**config.mk**
```make
export PLATFORM = sky130hd
export DESIGN_NAME = trk_epoch_sched_flat
export DESIGN_NICKNAME = d
export VERILOG_FILES = /design/src/rtl/trk_epoch_sched_if.sv /design/src/rtl/trk_epoch_sched.sv /design/src/flat_wrapper.sv
export SDC_FILE = /design/constraint.sdc
export NUM_CORES = 1
export LEC_CHECK = 0
export CORE_AREA = 2 2 98 100
export CTS_BUF_LIST = sky130_fd_sc_hd__clkbuf_4
export DETAILED_ROUTE_END_ITERATION = 7
export DIE_AREA = 0 0 100 102
export PLACE_DENSITY = 0.54
export SYNTH_ARGS = -nofsm -noshare
export SYNTH_HDL_FRONTEND = slang
export SYNTH_SLANG_ARGS = --single-unit
```
**constraint.sdc**
```tcl
create_clock -name rx_clk -period 4.24 [get_ports rx_clk]
set_clock_uncertainty 0.2 [all_clocks]
set_input_delay 0.636 -clock rx_clk [delete_from_list [all_inputs] [get_ports rx_clk]]
set_output_delay 0.636 -clock rx_clk [all_outputs]
set_load 0.005 [all_outputs]
```
**src/rtl/trk_epoch_sched_if.sv**
```systemverilog
// Interface for the tracking-loop epoch scheduler.
// The master side (the tracking channel) drives enable, the epoch-start pulse
// and the overrun clear. The slave side (the scheduler) returns the strobes,
// bandwidth select, epoch count and status.
interface trk_epoch_sched_if;
    logic        rx_trk_en;
    logic        rx_prn_sop;
    logic        rx_ovr_clr;
    logic        tx_disc_latch;
    logic        tx_lpf_upd;
    logic        tx_bw_sel;
    logic [31:0] tx_epoch_cnt;
    logic        tx_ovr;
    logic        tx_busy;

    modport master (
        output rx_trk_en,
        output rx_prn_sop,
        output rx_ovr_clr,
        input  tx_disc_latch,
        input  tx_lpf_upd,
        input  tx_bw_sel,
        input  tx_epoch_cnt,
        input  tx_ovr,
        input  tx_busy
    );

    modport slave (
        input  rx_trk_en,
        input  rx_prn_sop,
        input  rx_ovr_clr,
        output tx_disc_latch,
        output tx_lpf_upd,
        output tx_bw_sel,
        output tx_epoch_cnt,
        output tx_ovr,
        output tx_busy
    );
endinterface

```
**src/rtl/trk_epoch_sched.sv**
```systemverilog
// Per-channel epoch scheduler for the B1 tracking loop.
// Each epoch-start pulse dumps the correlators. The scheduler waits out the
// discriminator latency, strobes the discriminator capture registers, then
// strobes the loop-filter update. The first partial epoch after enable is
// discarded, bandwidth switches from pull-in to track after a programmed
// number of updates, and epoch overruns are flagged.
module trk_epoch_sched #(
    parameter int unsigned DISC_LAT    = 19,
    parameter int unsigned UPD_GAP     = 1,
    parameter int unsigned PULL_EPOCHS = 200,
    parameter int unsigned CNT_W       = 6
) (
    input  logic             rx_clk,
    input  logic             rx_rst,
    trk_epoch_sched_if.slave bus
);

    typedef enum logic [2:0] {
        S_IDLE,
        S_ARM,
        S_WAIT,
        S_SETTLE,
        S_LATCH,
        S_UPDATE
    } state_t;

    // Counter value seen on the edge that must raise each strobe; the counter
    // is 1 on the edge after the sop, so it equals the edge offset from the sop.
    localparam logic [CNT_W-1:0] LATCH_AT = CNT_W'(DISC_LAT);
    localparam logic [CNT_W-1:0] UPD_AT   = CNT_W'(DISC_LAT + UPD_GAP);
    localparam logic [CNT_W-1:0] CNT_ONE  = CNT_W'(1);

    state_t           state_q, state_d;
    logic [CNT_W-1:0] cnt_q, cnt_d;
    logic             latch_q, latch_d;
    logic             upd_q, upd_d;
    logic             bw_q, bw_d;
    logic [31:0]      epoch_q, epoch_d;
    logic             ovr_q, ovr_d;
    logic             busy_q, busy_d;
    logic             ovr_set;

    // Next-state, strobe and status computation.
    always_comb begin
        state_d = state_q;
        cnt_d   = cnt_q;
        latch_d = 1'b0;
        upd_d   = 1'b0;
        bw_d    = bw_q;
        epoch_d = epoch_q;
        ovr_set = 1'b0;

        if (!bus.rx_trk_en) begin
            state_d = S_IDLE;
            cnt_d   = '0;
            bw_d    = 1'b0;
        end else begin
            // Track bandwidth takes effect the edge after the count reaches the
            // pull-in budget and then sticks until the channel is disabled.
            if (epoch_q >= PULL_EPOCHS) begin
                bw_d = 1'b1;
            end

            case (state_q)
                S_IDLE: begin
                    state_d = S_ARM;
                    cnt_d   = '0;
                    epoch_d = '0;
                    bw_d    = 1'b0;
                end
                S_ARM: begin
                    if (bus.rx_prn_sop) begin
                        state_d = S_WAIT;
                    end
                end
                S_WAIT: begin
                    if (bus.rx_prn_sop) begin
                        state_d = S_SETTLE;
                        cnt_d   = CNT_ONE;
                    end
                end
                S_SETTLE: begin
                    if (bus.rx_prn_sop) begin
                        // Overrun: the latch due on this edge (if any) is dropped.
                        ovr_set = 1'b1;
                        state_d = S_SETTLE;
                        cnt_d   = CNT_ONE;
                    end else if (cnt_q == LATCH_AT) begin
                        latch_d = 1'b1;
                        state_d = S_LATCH;
                        cnt_d   = cnt_q + CNT_ONE;
                    end else begin
                        cnt_d = cnt_q + CNT_ONE;
                    end
                end
                S_LATCH, S_UPDATE: begin
                    // A sop on the update edge is not an overrun: the update
                    // stands and the new epoch starts settling immediately.
                    if (cnt_q == UPD_AT) begin
                        upd_d = 1'b1;
                        if (epoch_q != '1) begin
                            epoch_d = epoch_q + 32'd1;
                        end
                        if (bus.rx_prn_sop) begin
                            state_d = S_SETTLE;
                            cnt_d   = CNT_ONE;
                        end else begin
                            state_d = S_WAIT;
                            cnt_d   = '0;
                        end
                    end else if (bus.rx_prn_sop) begin
                        ovr_set = 1'b1;
                        state_d = S_SETTLE;
                        cnt_d   = CNT_ONE;
                    end else begin
                        state_d = S_UPDATE;
                        cnt_d   = cnt_q + CNT_ONE;
                    end
                end
                default: begin
                    state_d = S_IDLE;
                    cnt_d   = '0;
                end
            endcase
        end

        // A new overrun beats a simultaneous clear.
        ovr_d  = ovr_set | (ovr_q & ~bus.rx_ovr_clr);
        busy_d = (state_d == S_SETTLE) || (state_d == S_LATCH) || (state_d == S_UPDATE);
    end

    // State and output registers with synchronous reset.
    always_ff @(posedge rx_clk) begin
        if (rx_rst) begin
            state_q <= S_IDLE;
            cnt_q   <= '0;
            latch_q <= 1'b0;
            upd_q   <= 1'b0;
            bw_q    <= 1'b0;
            epoch_q <= '0;
            ovr_q   <= 1'b0;
            busy_q  <= 1'b0;
        end else begin
            state_q <= state_d;
            cnt_q   <= cnt_d;
            latch_q <= latch_d;
            upd_q   <= upd_d;
            bw_q    <= bw_d;
            epoch_q <= epoch_d;
            ovr_q   <= ovr_d;
            busy_q  <= busy_d;
        end
    end

    assign bus.tx_disc_latch = latch_q;
    assign bus.tx_lpf_upd    = upd_q;
    assign bus.tx_bw_sel     = bw_q;
    assign bus.tx_epoch_cnt  = epoch_q;
    assign bus.tx_ovr        = ovr_q;
    assign bus.tx_busy       = busy_q;

endmodule
```
**src/flat_wrapper.sv**
```systemverilog
// flat-port wrapper written by rule: the top's interface ports become plain ports
module trk_epoch_sched_flat 
#(
    parameter int unsigned DISC_LAT    = 19,
    parameter int unsigned UPD_GAP     = 1,
    parameter int unsigned PULL_EPOCHS = 200,
    parameter int unsigned CNT_W       = 6
)
  (rx_clk, rx_rst, bus_rx_trk_en, bus_rx_prn_sop, bus_rx_ovr_clr, bus_tx_disc_latch, bus_tx_lpf_upd, bus_tx_bw_sel, bus_tx_epoch_cnt, bus_tx_ovr, bus_tx_busy);
  trk_epoch_sched_if bus_i ();
  input  logic rx_clk;
  input  logic rx_rst;
  input wire logic [$bits(bus_i.rx_trk_en)-1:0] bus_rx_trk_en;
  input wire logic [$bits(bus_i.rx_prn_sop)-1:0] bus_rx_prn_sop;
  input wire logic [$bits(bus_i.rx_ovr_clr)-1:0] bus_rx_ovr_clr;
  output wire logic [$bits(bus_i.tx_disc_latch)-1:0] bus_tx_disc_latch;
  output wire logic [$bits(bus_i.tx_lpf_upd)-1:0] bus_tx_lpf_upd;
  output wire logic [$bits(bus_i.tx_bw_sel)-1:0] bus_tx_bw_sel;
  output wire logic [$bits(bus_i.tx_epoch_cnt)-1:0] bus_tx_epoch_cnt;
  output wire logic [$bits(bus_i.tx_ovr)-1:0] bus_tx_ovr;
  output wire logic [$bits(bus_i.tx_busy)-1:0] bus_tx_busy;
  assign bus_i.rx_trk_en = bus_rx_trk_en;
  assign bus_i.rx_prn_sop = bus_rx_prn_sop;
  assign bus_i.rx_ovr_clr = bus_rx_ovr_clr;
  assign bus_tx_disc_latch = bus_i.tx_disc_latch;
  assign bus_tx_lpf_upd = bus_i.tx_lpf_upd;
  assign bus_tx_bw_sel = bus_i.tx_bw_sel;
  assign bus_tx_epoch_cnt = bus_i.tx_epoch_cnt;
  assign bus_tx_ovr = bus_i.tx_ovr;
  assign bus_tx_busy = bus_i.tx_busy;
  trk_epoch_sched #(.DISC_LAT(DISC_LAT), .UPD_GAP(UPD_GAP), .PULL_EPOCHS(PULL_EPOCHS), .CNT_W(CNT_W)) u_core (.rx_clk(rx_clk), .rx_rst(rx_rst), .bus(bus_i));
endmodule
```
==> results.py, run 1 <==
metrics = {
    "clock_tree": {
        "cts_sinks": 46,
        "ctsHoldBuffers": 0,
        "cts_root_buf": "clkbuf_4",
        "cts_tree": "done",
        "cts_resized": 0,
        "clkLatencyLatePin_ns": 0.38,
        "cts_buffers": 5,
        "path_clk_slew_ns": 0.16,
        "clock_path_buffers": 2,
        "htree_levels": 2,
        "cts_setup_buffers": 0,
    },
    "logic_synthesis": {
        "synth_cell_type_count": 48,
        "synth_area_um2": 2520,
        "yosys.area.top_type": "dfxtp_1",
        "synth_edf_count": 0,
        "synth_top_cells_by_area": "dfxtp_1 37%, a21oi_1 7.2%, nand2_1 4.3%",
        "synthFlopType": "dfxtp_1",
        "ys.warnings.count": 0,
        "syn_nets": 330,
        "synthTopCellsByCount": "46 x dfxtp_1, 36 x a21oi_1, 29 x nand2_1",
        "async_reset_ff_frac": 0,
        "postSynthAreaPerCell_um2": 7.84,
        "yosysMostFrequentCell": "dfxtp_1",
        "synth_cells": 321,
        "ys_ff_latch": 46,
        "synth_top_area_frac": 0.366,
        "ys_seq_area_frac": 0.366,
    },
    "sta": {
        "setup_tns_ns": 0,
        "fmax_mhz": 339,
        "finalHoldViolCount": 0,
        "tightest_slew_ns": 1.09,
        "period_needed_ns": 2.95,
        "slew_viol_final": 0,
        "setup_viol_count_final": 0,
        "min_period_over_period": 0.697,
        "relSlewSlack": 0.272,
        "rsz0062_at_grt": "false",
    },
    "power": {
        "power.density_nw_per_um2": 227,
        "leakagePower_nw": 0.918,
        "vdd_ir_drop_max_mv": 0.127,
        "p_total_mw": 0.695,
    },
    "placement": {
        "hpwl_mm": 4.90,
        "place_congestion": 0.819,
        "placed_cell_area_um2": 3000,
        "numPortBuffers": 41,
    },
    "finish": {
        "syn2layout_area_growth_pct": 21.7,
        "seq_area_um2": 921,
        "multi_input_area_um2": 1490,
        "drive_gt1_frac": 0.0478,
        "antenna_cells": 0,
        "nNetsFinal": 364,
        "fillCellCount": 973,
        "stdcell_area_um2": 3060,
    },
    "detailed_routing": {
        "wire_per_inst_um": 14.4,
        "wl_mm": 6.74,
        "ant_nets": 0,
        "dr.first_iter.drc_count": 108,
        "dr.pass1.iters": 4,
        "viasPerCell": 5.50,
        "drc": 0,
        "route.vias.total": 2568,
    },
    "setup_path": {
        "cp-start-kind": "flip-flop",
        "endpoint_kind": "flip-flop",
        "path_class": "flip-flop to flip-flop",
        "critical_path_arrival_ns": 3.07,
        "crit_fanout": 33,
        "crit_required_ns": 4.36,
    },
    "floorplanning": {
        "core_um2": 9110,
        "initial_utilization": 0.276,
        "rows": 35,
        "die_area_um2": 10200,
        "die_w_um": 100,
        "io_pins": 42,
        "fp.dieH_um": 102,
    },
    "global_route": {
        "gr-total-overflow": 0,
        "grt_max_degree": 34,
        "grt_use_total": 0.135,
        "grt_pass1_vias": 2318,
        "antenna_found_initial": 0,
        "grt_pass1_wl_mm": 11.2,
    },
    "min_path": {
        "hp-class": "flip-flop to flip-flop",
    },
    "job": {
        "drv_cap": 0,
    },
    "outcome": {
        "status": "finished, final reports clean",
    },
}
## cell usage in the layout (no fill, tap or decap), drive strengths merged, types with 2 or more instances in the layout
cell	synthesis	final
dfxtp	46	46
clkdlybuf4s50	0	41
a21oi	36	36
nand2	29	29
nor2	23	23
o21ai	21	21
nand3	20	20
or3	17	17
nand4	14	14
inv	11	11
or4	11	11
o31ai	10	10
and4	8	8
nor4	7	7
nor3	6	6
nor2b	5	5
clkbuf	9	5
and3	4	4
ha	4	4
nand2b	3	3
xnor2	3	3
a31oi	2	2
xor2	2	2
or3b	2	2
or2	2	2
a21o	2	2
o211ai	2	2
mux2i	2	2
a41o	2	2
o311ai	2	2
clkinv	0	2
## final timing paths
path	from	slack [ns]	endpoint	cells past startpoint
worst min-delay path	u_core.bus.tx_epoch_cnt[1]	0.32	u_core.bus.tx_epoch_cnt[1]	2
worst max-delay path	u_core.state_q[2]	1.29	u_core.bus.tx_epoch_cnt[5]	5
worst max register to register	u_core.state_q[2]	1.29	u_core.bus.tx_epoch_cnt[5]	5
worst min register to register	u_core.bus.tx_epoch_cnt[1]	0.32	u_core.bus.tx_epoch_cnt[1]	2
## layout make-up
type / instances / share of cell area
clock buffer: 5 / 0.0123
clock inverter: 3 / 0.00694
inverter: 11 / 0.0135
multi-input combinational: 250 / 0.487
sequential: 46 / 0.301
tap: 111 / 0.0453
timing repair buffer: 41 / 0.134
## power breakdown
group / total (mW) / leakage, nW / internal (mW) / switching [mW]
sequential: 0.435 / 0.371 / 0.433 / 0.00210
combinational: 0.0363 / 0.517 / 0.0114 / 0.0249
clock: 0.223 / 0.0312 / 0.0649 / 0.159
total: 0.695 / 0.918 / 0.509 / 0.186
## worst max-delay path, stage by stage, from the launching register on
cell and delay [ns]:
dfxtp_1 0.64, nor2b_1 0.42, nand4_1 0.28, o31ai_4 1.00, o21ai_1 0.19, a21oi_1 0.17
## layer usage
layer	GRT usage	wire length [um]	vias to the layer above
li1	-	-	1277
met1	0.179	3160	1223
met2	0.226	3230	57
met3	0.0226	235	11
met4	0.0400	116	0
met5	0	0	-
## metrics by stage
stage / hold slack [ns] / std cells / setup slack, ns / utilization
after global placement: 0.276 / 459 / 1.33 / 0.330
after floorplan: 0.270 / 321 / 2.11 / -
after CTS: 0.325 / 467 / 1.29 / 0.336
after global routing: 0.353 / 467 / 0.968 / 0.336
after detailed placement: 0.291 / 459 / 1.30 / 0.330
final: 0.319 / 467 / 1.29 / 0.336
## flip-flops by register name, summed over array words and instances, names as in the netlist
| name | cells |
|---|---|
| u_core.bus.tx_ovr | 1 |
| u_core.bus.tx_disc_latch | 1 |
| u_core.state_q | 3 |
| u_core.bus.tx_epoch_cnt | 32 |
| u_core.bus.tx_bw_sel | 1 |
| u_core.bus.tx_busy | 1 |
| u_core.cnt_q | 6 |
| u_core.bus.tx_lpf_upd | 1 |
## cell families (layout without fill, tap and decap cells)
group	Yosys count	after routing	share of synthesized area
xor gates and xnor gates	5	5	0.0174
muxes	2	2	0.00795
and+or+nand+nor	154	154	0.340
buffers and inverters	25	60	0.0412
AOI/OAI and AO/OA	85	85	0.207
DFF	46	46	0.366
adders and majority gates	4	4	0.0199
Power figures use the tool's default switching activity.
==> run 2: changes to the inputs <==
Settings changed: PLACE_DENSITY 0.54 to 0.56.
Clock period 4.24 ns to 2.7 ns, I/O delays scaled along.
==> run 2 against run 1 <==
  * Critical endpoint is now u_core.bus.tx_epoch_cnt[3]
  * Core utilization up 1.3 points
  * Sequential power up 57%
  * Final cell count up 1.9%
  * Critical path type unchanged
==> results.py, run 2 (same netlist as run 1, synthesis figures left out) <==
metrics = {
    "detailed_routing": {
        "wire_per_inst_um": 14.3,
        "drc": 0,
        "dr.first_iter.drc_count": 111,
        "route.vias.total": 2595,
        "wl_mm": 6.80,
        "dr.pass1.iters": 4,
        "ant_nets": 0,
        "viasPerCell": 5.45,
    },
    "floorplanning": {
        "rows": 35,
        "die_w_um": 100,
        "core_um2": 9110,
        "fp.dieH_um": 102,
        "initial_utilization": 0.276,
        "io_pins": 42,
        "die_area_um2": 10200,
    },
    "sta": {
        "rsz0062_at_grt": "false",
        "period_needed_ns": 2.35,
        "slew_viol_final": 0,
        "setup_tns_ns": 0,
        "min_period_over_period": 0.870,
        "setup_viol_count_final": 0,
        "tightest_slew_ns": 0.495,
        "holdWs_ns": 0.311,
        "finalHoldViolCount": 0,
        "relSlewSlack": 0.668,
        "fmax_mhz": 426,
    },
    "global_route": {
        "gr-total-overflow": 0,
        "antenna_found_initial": 0,
        "grt_pass1_wl_mm": 11.1,
        "grt_use_total": 0.135,
        "grt_max_degree": 31,
        "grt_pass1_vias": 2277,
    },
    "power": {
        "leakagePower_nw": 0.989,
        "power.density_nw_per_um2": 374,
        "vdd_ir_drop_max_mv": 0.153,
    },
    "clock_tree": {
        "cts_root_buf": "clkbuf_4",
        "cts_setup_buffers": 0,
        "cts_tree": "done",
        "cts_sinks": 46,
        "clock_path_buffers": 2,
        "clkLatencyLatePin_ns": 0.37,
        "path_clk_slew_ns": 0.14,
        "htree_levels": 2,
        "cts_buffers": 5,
    },
    "job": {
        "drv_cap": 0,
    },
    "setup_path": {
        "critical_path_arrival_ns": 2.41,
        "path_class": "flip-flop to flip-flop",
        "cp-start-kind": "flip-flop",
        "crit_required_ns": 2.76,
        "crit_fanout": 30,
        "endpoint_kind": "flip-flop",
    },
    "finish": {
        "antenna_cells": 0,
        "syn2layout_area_growth_pct": 26.5,
        "layout_commonest_cell": "dfxtp_1",
        "largest_reg_flops": 32,
        "mostFrequentLayoutCells": "46 x dfxtp_1, 41 x clkdlybuf4s50_1, 36 x a21oi_1",
        "nNetsFinal": 373,
        "drive_gt1_frac": 0.0740,
    },
    "min_path": {
        "hp-class": "flip-flop to flip-flop",
    },
    "outcome": {
        "status": "finished, final reports clean",
    },
    "placement": {
        "numPortBuffers": 41,
        "hpwl_mm": 4.98,
        "place_congestion": 0.863,
    },
}
[run 2: cell types whose count changed in the layout (fill, tap and decap cells not counted)]
cell	change
buf_4	+7
buf_12	+2
clkbuf_4	+2
bufinv_16	+1
clkinv_2	-1
clkinv_4	-1
clkinvlp_4	-1
nor4_1	-1
nor4_2	+1
[run 2: worst max-delay path, cell delays in order (launching register included)]
cell and delay (ns):
dfxtp_1 0.49, nand4_1 0.29, or4_4 0.59, o31ai_4 0.29, buf_12 0.21, or3_1 0.12
a21oi_1 0.06
[run 2: cell type report]
cell class	instances	area (um^2)
fillers	978	5920
multi-input cells	250	1500
flip-flops and latches	46	921
repair buffers	50	503
well taps	111	139
clock buffers	7	52.6
inverters	11	41.3
clock inverters	1	30.0
[run 2: worst paths after layout]
path,startpoint,end,slack (ns),depth (start not counted)
max,u_core.bus.tx_epoch_cnt[10],u_core.bus.tx_epoch_cnt[3],0.35,6
max reg2reg,u_core.bus.tx_epoch_cnt[10],u_core.bus.tx_epoch_cnt[3],0.35,6
min reg2reg,u_core.bus.tx_ovr,u_core.bus.tx_ovr,0.31,2
min,u_core.bus.tx_ovr,u_core.bus.tx_ovr,0.31,2
[run 2: metal layers]
layer / part of all wire / GRT usage
met1: 0.47 / 0.176
met2: 0.47 / 0.230
met3: 0.045 / 0.0280
met4: 0.010 / 0.0358
met5: 0 / 0
[run 2: power by group]
part | switching, mW | internal, mW
registers | 0.00327 | 0.680
clock network | 0.224 | 0.217
logic | 0.0410 | 0.0273
[run 2: stage by stage]
stage / std cells / utilization / instance area, um^2 / total power, mW / setup slack, ns
after floorplan: 321 / - / 2520 / 0.741 / 0.604
after global placement: 468 / 0.340 / 3100 / 0.766 / 0.132
after detailed placement: 468 / 0.340 / 3100 / 0.767 / 0.0842
after CTS: 476 / 0.349 / 3180 / 1.21 / 0.242
after global routing: 476 / 0.350 / 3190 / 1.25 / 0.0838
final: 476 / 0.350 / 3190 / 1.19 / 0.351
[run 2: what timing repair did]
| item | 4_1_cts | 5_1_grt |
|---|---|---|
| endpoints found under the setup margin | 0 | 1 |
| hold buffers | 0 | 0 |
| resized for setup | 0 | 1 |
==> run 3: changes to the inputs <==
Settings changed: CAP_MARGIN from default to 20, CTS_BUF_LIST sky130_fd_sc_hd__clkbuf_4 to sky130_fd_sc_hd__clkbuf_4 sky130_fd_sc_hd__clkbuf_8, CTS_CLUSTER_DIAMETER from default to 60.
==> run 3 against run 2 <==
  * Final area rose by 0.98%
  * First-iteration DRC count down 6.3%
  * Count of clock-buffer cells in the layout did not move
  * Sequential share of layout area fell by 0.28 points
  * Global-route usage hardly changed
  * Critical endpoint is now u_core.bus.tx_epoch_cnt[14]
  * Combinational power hardly changed
  * Sequential power about the same
  * Largest cell class unchanged
  * Wire length hardly changed
  * Via count shrank 1.2%
  * Fmax grew 0.32%
==> results.py, run 3 (same netlist as run 1, synthesis figures left out) <==
metrics = {
    "clock_tree": {
        "cts_root_buf": "clkbuf_8",
        "cts_buffers": 5,
        "path_clk_slew_ns": 0.09,
        "clkLatencyLatePin_ns": 0.30,
        "cts_tree": "done",
        "htree_levels": 2,
        "cts_sinks": 46,
        "clock_path_buffers": 2,
        "cts_setup_buffers": 0,
    },
    "power": {
        "internal-power_mw": 1.00,
        "p_comb_frac": 0.053,
        "p_clk_frac": 0.415,
        "vdd_ir_drop_max_mv": 0.188,
        "leakagePower_nw": 1.00,
        "p_seq_frac": 0.531,
        "swShare": 0.218,
        "p_sw_mw": 0.280,
        "power.density_nw_per_um2": 399,
    },
    "detailed_routing": {
        "drc": 0,
        "ant_nets": 0,
        "dr.first_iter.drc_count": 104,
        "route.vias.total": 2563,
        "wire_per_inst_um": 14.3,
        "dr.pass1.iters": 5,
        "viasPerCell": 5.38,
        "wl_mm": 6.80,
    },
    "global_route": {
        "grt_use_total": 0.135,
        "grt_pass1_wl_mm": 11.0,
        "gr-total-overflow": 0,
        "grt_pass1_vias": 2278,
        "antenna_found_initial": 0,
        "grt_max_degree": 31,
    },
    "sta": {
        "setup_viol_count_final": 0,
        "slew_viol_final": 0,
        "relSlewSlack": 0.662,
        "fmax_mhz": 427,
        "tightest_slew_ns": 0.504,
        "period_needed_ns": 2.34,
        "min_period_over_period": 0.867,
        "fin_ws_ns": 0.359,
        "setup_tns_ns": 0,
        "rsz0062_at_grt": "false",
        "finalHoldViolCount": 0,
    },
    "finish": {
        "drive_gt1_frac": 0.0740,
        "layout_commonest_cell": "dfxtp_1",
        "antenna_cells": 0,
        "stdcell_area_um2": 3220,
        "mostFrequentLayoutCells": "46 x dfxtp_1, 41 x clkdlybuf4s50_1, 36 x a21oi_1",
        "utilization": 0.353,
        "largest_reg_flops": 32,
        "fin_cells": 476,
        "syn2layout_area_growth_pct": 27.8,
        "fillCellCount": 973,
        "nNetsFinal": 373,
    },
    "floorplanning": {
        "fp.dieH_um": 102,
        "core_um2": 9110,
        "die_area_um2": 10200,
        "rows": 35,
        "initial_utilization": 0.276,
        "io_pins": 42,
        "die_w_um": 100,
    },
    "setup_path": {
        "reg2reg_depth": 6,
        "cp_cell_sequence": "nand4_1, or4_4, o31ai_4, buf_12, or4_1, a21oi_1",
        "slowest_stage": "or4_4",
        "crit_fanout": 30,
        "endpoint_kind": "flip-flop",
        "cp-start-kind": "flip-flop",
        "slowest_delay_ns": 0.59,
        "critical_path_arrival_ns": 2.33,
        "path_class": "flip-flop to flip-flop",
        "crit_required_ns": 2.69,
    },
    "placement": {
        "post-place-ws_ns": 0.0842,
        "numPortBuffers": 41,
        "hpwl_mm": 4.98,
        "placed_cell_area_um2": 3100,
        "dp_cells": 468,
        "place_congestion": 0.863,
    },
    "min_path": {
        "hp-class": "flip-flop to flip-flop",
        "whs_path_depth": 2,
    },
    "job": {
        "drv_cap": 0,
    },
    "outcome": {
        "status": "finished, final reports clean",
    },
}
-- run 3: metal layers --
layer / routed length, um / GRT usage / share of wire
met2: 3200 / 0.231 / 0.47
met1: 3220 / 0.174 / 0.47
met3: 292 / 0.0280 / 0.043
met4: 84 / 0.0358 / 0.012
met5: 0 / 0 / 0
-- run 3: what timing repair did --
item,in CTS,in global routing
gates resized for setup,0,1
hold buffers,0,0
setup endpoints to repair,0,1
-- run 3: worst paths after layout --
path / start / end / slack (ns)
setup / recovery: u_core.bus.tx_epoch_cnt[10] / u_core.bus.tx_epoch_cnt[14] / 0.36
hold / removal: u_core.bus.tx_ovr / u_core.bus.tx_ovr / 0.30
setup reg to reg: u_core.bus.tx_epoch_cnt[10] / u_core.bus.tx_epoch_cnt[14] / 0.36
hold reg to reg: u_core.bus.tx_ovr / u_core.bus.tx_ovr / 0.30
-- run 3: power groups by stage --
stage / registers, mW / clock network (mW) / logic (mW)
6_report: 0.682 / 0.533 / 0.0682
5_1_grt: 0.683 / 0.581 / 0.0752
4_1_cts: 0.682 / 0.545 / 0.0687
3_5_place_dp: 0.698 / 0 / 0.0684
3_3_place_gp: 0.698 / 0 / 0.0681
2_1_floorplan: 0.695 / 0 / 0.0451
-- run 3: cell type report --
| cell class | count | area [um^2] | share of cell area |
|---|---|---|---|
| Clock buffer | 7 | 83.8 | 0.0261 |
| Sequential cell | 46 | 921 | 0.286 |
| Timing Repair Buffer | 50 | 503 | 0.156 |
| Multi-Input combinational cell | 250 | 1500 | 0.466 |
| Inverter | 11 | 41.3 | 0.0128 |
| Clock inverter | 1 | 30.0 | 0.00933 |
| Tap cell | 111 | 139 | 0.0432 |
-- run 3: through the flow --
step                      hold WS (ns)  power [mW]
after floorplan                  0.270       0.741
after global placement           0.272       0.766
after detailed placement         0.281       0.767
after CTS                        0.307        1.30
after global routing             0.344        1.34
final                            0.301        1.28
-- run 3: worst max-delay path, delay by kind of cell, from the launching register on --
family / cells / cell delay [ns]
and+or+nand+nor: 3 / 1.00
DFF: 1 / 0.47
AOI/OAI and AO/OA: 2 / 0.35
buffers and inverters: 1 / 0.21
